===== src/rtl/hazard_pkg.sv =====
// Shared forwarding-select encodings and the priority helper used per read port.
package hazard_pkg;

  typedef logic [1:0] fwd_sel_t;

  localparam fwd_sel_t FWD_RF    = 2'b00;
  localparam fwd_sel_t FWD_MEMWB = 2'b01;
  localparam fwd_sel_t FWD_EXMEM = 2'b10;

  // EX/MEM is the younger producer, so it beats MEM/WB when both match.
  function automatic fwd_sel_t fwd_pick(input logic exmem_hit, input logic memwb_hit);
    if (exmem_hit)      return FWD_EXMEM;
    else if (memwb_hit) return FWD_MEMWB;
    else                return FWD_RF;
  endfunction

endpackage


===== src/rtl/reg_scoreboard.sv =====
// Pending-destination scoreboard for in-flight multi-cycle ops, with a sticky
// flag for completions that target a register nobody owns.
module reg_scoreboard #(
  parameter int REG_ADDR_W = 5
) (
  input  logic                       clk,
  input  logic                       rst_n,
  input  logic                       issue,
  input  logic [REG_ADDR_W-1:0]      issue_rd,
  input  logic                       flush,
  input  logic                       done,
  input  logic [REG_ADDR_W-1:0]      done_rd,
  output logic [2**REG_ADDR_W-1:0]   pending,
  output logic                       done_err
);

  localparam int NUM_REGS = 2**REG_ADDR_W;
  localparam logic [NUM_REGS-1:0] ONE_HOT0 = {{(NUM_REGS-1){1'b0}}, 1'b1};

  logic [NUM_REGS-1:0] set_vec;
  logic [NUM_REGS-1:0] clr_vec;
  logic [NUM_REGS-1:0] pending_next;
  logic                err_hit;

  always_comb begin
    set_vec = '0;
    clr_vec = '0;
    if (issue && !flush && (issue_rd != '0)) set_vec = ONE_HOT0 << issue_rd;
    if (done)                                clr_vec = ONE_HOT0 << done_rd;
    // Clear before set: a same-cycle issue to the completing rd keeps ownership.
    pending_next    = (pending & ~clr_vec) | set_vec;
    pending_next[0] = 1'b0;
    err_hit         = done && (done_rd != '0) && !pending[done_rd];
  end

  always_ff @(posedge clk or negedge rst_n) begin
    if (!rst_n) begin
      pending  <= '0;
      done_err <= 1'b0;
    end else begin
      pending <= pending_next;
      if (err_hit) done_err <= 1'b1;
    end
  end

endmodule


===== src/rtl/fwd_hazard_unit.sv =====
// EX-stage operand forwarding, store-data forwarding and ID stall generation
// (load-use, scoreboard RAW, scoreboard WAW) with a saturating stall counter.
module fwd_hazard_unit
  import hazard_pkg::*;
#(
  parameter int NUM_SRC     = 2,
  parameter int REG_ADDR_W  = 5,
  parameter int STALL_CNT_W = 16
) (
  input  logic                          clk,
  input  logic                          rst_n,
  input  logic [NUM_SRC*REG_ADDR_W-1:0] id_rs,
  input  logic [NUM_SRC-1:0]            id_rs_used,
  input  logic [NUM_SRC*REG_ADDR_W-1:0] ex_rs,
  input  logic [REG_ADDR_W-1:0]         id_ex_rd,
  input  logic                          id_ex_mem_read,
  input  logic [REG_ADDR_W-1:0]         ex_mem_rd,
  input  logic [REG_ADDR_W-1:0]         mem_wb_rd,
  input  logic                          ex_mem_reg_write,
  input  logic                          mem_wb_reg_write,
  input  logic [REG_ADDR_W-1:0]         ex_mem_rs2,
  input  logic                          long_issue,
  input  logic [REG_ADDR_W-1:0]         long_issue_rd,
  input  logic                          flush,
  input  logic                          long_done,
  input  logic [REG_ADDR_W-1:0]         long_done_rd,
  input  logic                          id_long,
  input  logic [REG_ADDR_W-1:0]         id_rd,
  output logic [NUM_SRC*2-1:0]          forward_sel,
  output logic                          forward_mem,
  output logic                          stall,
  output logic                          done_err,
  output logic [STALL_CNT_W-1:0]        stall_cycles
);

  localparam int NUM_REGS = 2**REG_ADDR_W;
  localparam logic [STALL_CNT_W-1:0] CNT_MAX = '1;
  localparam logic [STALL_CNT_W-1:0] CNT_ONE = {{(STALL_CNT_W-1){1'b0}}, 1'b1};

  logic [NUM_REGS-1:0] pending;
  logic [NUM_SRC-1:0]  lu_hit;
  logic [NUM_SRC-1:0]  sb_hit;
  logic                exmem_valid;
  logic                memwb_valid;
  logic                load_use;
  logic                sb_hazard;
  logic                waw_hazard;

  reg_scoreboard #(.REG_ADDR_W(REG_ADDR_W)) u_sb (
    .clk      (clk),
    .rst_n    (rst_n),
    .issue    (long_issue),
    .issue_rd (long_issue_rd),
    .flush    (flush),
    .done     (long_done),
    .done_rd  (long_done_rd),
    .pending  (pending),
    .done_err (done_err)
  );

  // x0 is never a real producer, so writes to it are not forwarding sources.
  assign exmem_valid = ex_mem_reg_write && (ex_mem_rd != '0);
  assign memwb_valid = mem_wb_reg_write && (mem_wb_rd != '0);

  for (genvar k = 0; k < NUM_SRC; k++) begin : g_src
    logic [REG_ADDR_W-1:0] ex_src;
    logic [REG_ADDR_W-1:0] id_src;
    assign ex_src = ex_rs[k*REG_ADDR_W +: REG_ADDR_W];
    assign id_src = id_rs[k*REG_ADDR_W +: REG_ADDR_W];

    assign forward_sel[k*2 +: 2] = fwd_pick(exmem_valid && (ex_mem_rd == ex_src),
                                            memwb_valid && (mem_wb_rd == ex_src));
    assign lu_hit[k] = id_rs_used[k] && (id_src == id_ex_rd);
    assign sb_hit[k] = id_rs_used[k] && pending[id_src];
  end

  assign forward_mem = memwb_valid && (mem_wb_rd == ex_mem_rs2);

  // Scoreboard checks use registered pending only; regfile write-then-read
  // ordering lets the consumer go the cycle after long_done.
  assign load_use   = id_ex_mem_read && (id_ex_rd != '0) && (|lu_hit);
  assign sb_hazard  = |sb_hit;
  assign waw_hazard = id_long && pending[id_rd];
  assign stall      = load_use || sb_hazard || waw_hazard;

  always_ff @(posedge clk or negedge rst_n) begin
    if (!rst_n) begin
      stall_cycles <= '0;
    end else if (stall && (stall_cycles != CNT_MAX)) begin
      stall_cycles <= stall_cycles + CNT_ONE;
    end
  end

endmodule


===== config.mk =====
export PLATFORM = sky130hd
export DESIGN_NAME = fwd_hazard_unit
export DESIGN_NICKNAME = d
export VERILOG_FILES = /design/src/rtl/hazard_pkg.sv /design/src/rtl/reg_scoreboard.sv /design/src/rtl/fwd_hazard_unit.sv
export SDC_FILE = /design/constraint.sdc
export NUM_CORES = 1
export LEC_CHECK = 0
export BUFFER_PORTS_ARGS = -buffer_cell sky130_fd_sc_hd__buf_2
export CAP_MARGIN = 5
export CORE_ASPECT_RATIO = 1.75
export CORE_UTILIZATION = 45
export DETAILED_ROUTE_END_ITERATION = 8
export MAX_ROUTING_LAYER = met4
export PLACE_DENSITY = 0.72
export SETUP_SLACK_MARGIN = 0.15
export SLEW_MARGIN = 40
export SYNTH_ARGS = -nofsm -noshare
export SYNTH_HDL_FRONTEND = slang
export SYNTH_HIERARCHICAL = 1
export SYNTH_SLANG_ARGS = --single-unit

===== constraint.sdc =====
create_clock -name clk -period 2.7 [get_ports clk]
set_clock_uncertainty 0.1 [all_clocks]
set_input_delay 0.405 -clock clk [delete_from_list [all_inputs] [get_ports clk]]
set_output_delay 0.405 -clock clk [all_outputs]
set_load 0.02 [all_outputs]

# Word level (Yosys, flattened, before mapping)
# Index checks and enable logic that the tools add are counted.
[totals]
reg_bits = 48
in_bits = 66
wordCells = 65
[op_classes]
n_addsub = 1
magnitude_cmp = 4
n_eq_ne = 8
shifts = 2
n_mux = 14
bitwise_logic = 3
n_reduce_logical = 30
[op_table]
columns = ["operator", "n"]
rows = [
  ["32-bit 2-to-1 mux", 2],
  ["1-bit by 5-bit left shift with 32-bit output (first input constant)", 2],
  ["5-bit == test", 7],
  ["32-bit bitwise AND", 1],
  ["32-bit inverter", 1],
  ["32-bit OR", 1],
  ["5-bit nonzero test", 5],
  ["5-bit by 6-bit less-than comparator with 1-bit output (second input constant)", 4],
  ["1-bit binary-select mux with 5-bit select", 4],
  ["1-bit logical AND", 19],
  ["16-bit by 1-bit adder with 16-bit output (second input constant)", 1],
  ["16-bit inequality test (second input constant)", 1],
  ["1-bit 2-to-1 mux", 6],
  ["2-bit 2-to-1 mux", 2],
  ["2-bit OR reduction", 2],
  ["1-bit logical NOT", 2],
  ["1-bit logical OR", 2],
]

# Depth between registers and ports, before layout
[depth]
word_depth = 7
mapped_depth = 9
ltp_nobuf = 7

# By module
# The synthesis kept the hierarchy.
[modules_own_cells]
columns = ["mod", "n_inst", "cells_per_inst", "area_each_um2"]
rows = [
  ["fwd_hazard_unit", 1, 217, 2273.4],
  ["reg_scoreboard", 1, 154, 1620.3],
]

# Worst setup path before layout
# No wires, ideal clock.
[synth_timing]
path_kind = "input -> output"
startpoint = "input port id_rs[6]"
endpoint = "output port stall"
arrival_ps = 2195
slack_ps = 0
path_stages = 8
path_buffers = 2
path_cell_list = "buf_6 -> mux4_2 -> nor2b_4 -> a211oi_2 -> a211oi_1 -> nor4_4 -> buf_6 -> nand2_1"
[synth_via]
elab_chain_len = 6
word_cells_on_any_way = 10
classes_between = "eq/ne (1); mux (2); reduce/logical (7)"
[synth_rtl]
columns = ["element", "line", "source"]
rows = [
  ["start: declaration", "fwd_hazard_unit.sv:12", "input logic [NUM_SRC*REG_ADDR_W-1:0] id_rs,"],
  ["1-bit binary-select mux with 5-bit select / 5-bit == test (equally long branches)", "fwd_hazard_unit.sv:74, fwd_hazard_unit.sv:73", ""],
  ["1-bit 2-to-1 mux (implied by the code) / 1-bit logical AND (equally long branches)", "fwd_hazard_unit.sv:74, fwd_hazard_unit.sv:73", ""],
  ["1-bit logical AND / 2-bit OR reduction (equally long branches)", "fwd_hazard_unit.sv:74, fwd_hazard_unit.sv:81", ""],
  ["2-bit OR reduction / 1-bit logical AND (equally long branches)", "fwd_hazard_unit.sv:82, fwd_hazard_unit.sv:81", ""],
  ["1-bit logical OR (*) (2 in series)", "fwd_hazard_unit.sv:84", "assign stall = load_use || sb_hazard || waw_hazard;"],
  ["end: declaration", "fwd_hazard_unit.sv:31", "output logic stall,"],
]
# Every way passes the cells marked *; elsewhere a longest branch is shown, timed or not. The select of a mux whose other input is x is not followed.

# Worst setup path in the final report
[layout_timing]
startpoint = "register u_sb.pending[27]"
endpoint = "output port stall"
[layout_via]
elab_chain_len = 6
word_cells_on_any_way = 12
classes_between = "mux (6); reduce/logical (6)"
[layout_rtl]
columns = ["element", "line", "source"]
rows = [
  ["start: declaration", "reg_scoreboard.sv:13", "output logic [2**REG_ADDR_W-1:0] pending,"],
  ["start signal: assignment", "reg_scoreboard.sv:41", "pending <= pending_next;"],
  ["1-bit binary-select mux with 5-bit select", "fwd_hazard_unit.sv:74", "assign sb_hit[k] = id_rs_used[k] && pending[id_src];"],
  ["1-bit 2-to-1 mux (implied by the code)", "fwd_hazard_unit.sv:74", ""],
  ["1-bit logical AND", "fwd_hazard_unit.sv:74", ""],
  ["2-bit OR reduction", "fwd_hazard_unit.sv:82", "assign sb_hazard = |sb_hit;"],
  ["1-bit logical OR", "fwd_hazard_unit.sv:84", ""],
  ["1-bit logical OR (*)", "fwd_hazard_unit.sv:84", ""],
]
# Marks and branches as above.

==> reports/qor.csv <==
stage,metric,value,unit
logic_synthesis,"Avg Cell Area, Syn",10.50,sq um
job,# Max-Cap Violations,0,
timing,setup TNS,-0.001233,ns
routing,drt total wl,12.15,mm
finish,# diodes,0,
logic_synthesis,simple-gate area share of the yosys netlist,15.81,%
timing,max-slew violation count,0,
timing,unrepaired setup endpoints after global routing,true,
finish,final net count,542,
logic_synthesis,ys flop type,dfrtp_1,
critical_path,worst r2r dst,stall_cycles[11]$_DFFE_PN0P_,
logic_synthesis,Synth Warn #,6,
grt,global route overflow,0,
grt,first-pass GRT wire length,18.66,mm
logic_synthesis,sequential share of the synthesized area,30.85,%
critical_path,worst-path fanout max,4,
logic_synthesis,#FFs+latches synth,48,
logic_synthesis,Synth Net Count,438,
logic_synthesis,Synth Area in XOR/XNOR,10.57,%
grt,largest net degree at the start of global routing,27,
finish,Synth-to-Final Area Change,25.55,%
critical_path,crit start category,register,
cts,CTS Buffer Depth,2,
critical_path,Worst R2R Path Depth,11,
finish,share of cells above drive strength 1,37.82,%
placement,worst slack at placement,-0.02890,ns
finish,Layout Utilization,58.42,%
worst_hold_path,worst hold path type,input pin to async pin,
pwr,PD cells,561.8,nW/um^2
floorplan,Core Area,8368,sq um
finish,post-route cell area,4888,sq um
logic_synthesis,main combinational cell family by area after synthesis,multiplexers,
floorplan,Die Span X,72.32,um
routing,Routed WL per cell,20.56,um
timing,endpoints failing hold,0,
pwr,Leakage,2.072,nW
logic_synthesis,Post-Synth Adder-Cell Area,0.3213,%
placement,Final HPWL DP,9.242,mm
critical_path,worst r2r src,u_sb/pending[27]$_DFF_PN0_,
routing,initial DRC count,198,
cts,clock sinks,48,
placement,Area after DPL,4482,sq um
grt,global-route total usage across every layer,28.58,%
pwr,Total Power,2.746,mW
timing,fmax,370.2,MHz
critical_path,crit path from,u_sb/pending[27]$_DFF_PN0_,
placement,Cells after DPL,570,
timing,"Setup violations, final",1,
finish,"commonest non-fill, non-tap cells in the layout","buf_2, o21ai_0, dfrtp_1",
outcome,failing checks,negative setup slack,
grt,initial antenna violation count,0,
floorplan,die height,125.1,um
timing,Fin Hold WS,0.006586,ns
logic_synthesis,synth unique cells,53,
logic_synthesis,Post-synth EDFFs,0,
cts,H-Tree Depth,2,
logic_synthesis,Synth Cell Area,3894,sq um
critical_path,R2R Setup Slk,0.12,ns
timing,worst relative slew slack,59.84,%
timing,fin crit share,100.0,%
routing,DRT antenna net count,0,
floorplan,row cnt,44,
cts,Num CTS Buffers,5,
finish,"commonest non-fill, non-tap cell in the layout",buf_2,
pwr,VDD IR max,0.0002825,V
floorplan,I/O pins,89,
critical_path,crit path kind,register to output pin,
floorplan,initial cell density of the core,46.53,%
routing,via count,3677,
cts,"Clk pin slew, worst setup/hold paths",0.07,ns
placement,GPL Wtd Cong,0.9796,
routing,post-DR vias/cell,6.222,
floorplan,die area,9043,sq um
logic_synthesis,mux share of post-synthesis cell area,22.30,%
outcome,status,finished with violations,
critical_path,"Arr. time, crit path",2.20,ns
routing,drt pass-1 iters,5,
cts,clock root cell,clkbuf_16,
cts,worst skew pair latency,0.30,ns
cts,TritonCTS clock tree,yes,
timing,post-route setup slack,-0.001233,ns
critical_path,"Req. time, crit path",2.19,ns
routing,residual DRC count,0,
timing,Period minus WS final,2.701,ns
timing,pin slew with the least headroom to its limit,0.6024,ns
logic_synthesis,post-synthesis compound-gate area fraction,16.29,%
critical_path,CP endpoint kind,output pin,
logic_synthesis,Synth async-reset ratio,100.0,%
placement,Port Buffer Count,88,
finish,Post-Layout Cell Count,591,
logic_synthesis,Post-Syn Instances,371,
grt,number of global-route vias before repair,3668,
cell usage after synthesis, drive strengths merged, types with 6 or more instances:
cell type,count,area [sq um]
nor2b,6,45.04
inv,6,22.52
buf,17,120.1
mux2,6,71.31
mux2i,17,170.2
nor2,10,37.54
mux4,26,626.8
xor2,35,306.5
o21ai,66,330.3
nand2,17,63.81
nand2b,11,68.82
dfrtp,48,1201
nand3,21,105.1
a211oi,12,125.1
xnor2,12,105.1
nor4,8,65.06
worst max-delay path by stage:
stage               depth (start not counted)    end
floorplan                                   8  stall
detailed placement                          9  stall
finish                                      8  stall
global route                                8  stall
CTS                                         8  stall
global placement                            9  stall
logic make-up after synthesis:
kind of cell / after synthesis
and+or+nand+nor: 104
muxes: 49
adders and majority gates: 1
other: 1
buffers and inverters: 24
AOI/OAI and AO/OA: 97
DFF: 48
xor gates and xnor gates: 47
state kept, by name (all words and copies together), names as in the netlist:
name and cells:
u_sb/pending 31, u_sb/done_err 1, stall_cycles 16
per-layer routing:
layer / vias to the layer above / share of wire, % / GRT usage, % / routed length, um
met5: - / 0 / - / 0
met2: 204 / 55 / 50.80 / 6710
met3: 63 / 5.9 / 5.641 / 715
met1: 1778 / 31 / 25.96 / 3734
li1: 1632 / - / - / -
met4: 0 / 8.2 / 20.53 / 992
cell type report:
class | instances | area, sq um
inverter | 6 | 22.52
clock buffer | 7 | 142.6
tap | 115 | 143.9
sequential | 48 | 1204
multi-input combinational | 299 | 2646
fill | 720 | 3480
timing repair buffer | 115 | 721.9
clock inverter | 1 | 7.507
critical path: stages, from the launching register on:
cell and delay, ns:
dfrtp_1 0.43, mux4_2 0.50, mux2i_1 0.15, mux2i_1 0.09, and3_4 0.16, nor4_4 0.26, buf_6 0.15, nand2_4 0.04
buf_6 0.12
where the power goes:
part | leakage [nW] | internal, mW | total, mW | switching (mW)
Sequential | 0.608 | 0.871 | 1.06 | 0.190
Combinational | 1.39 | 0.508 | 1.04 | 0.530
Clock | 0.0701 | 0.369 | 0.647 | 0.277
Total | 2.07 | 1.75 | 2.75 | 0.998
repair_timing:
| item | CTS | global route |
|---|---|---|
| resized for setup | 4 | 31 |
| pin swaps | 0 | 9 |
| buffers inserted | 8 | 5 |
| setup endpoints to repair | 1 | 14 |
| hold buffers | 0 | 0 |
No activity file was read; power rests on OpenSTA's default activity.
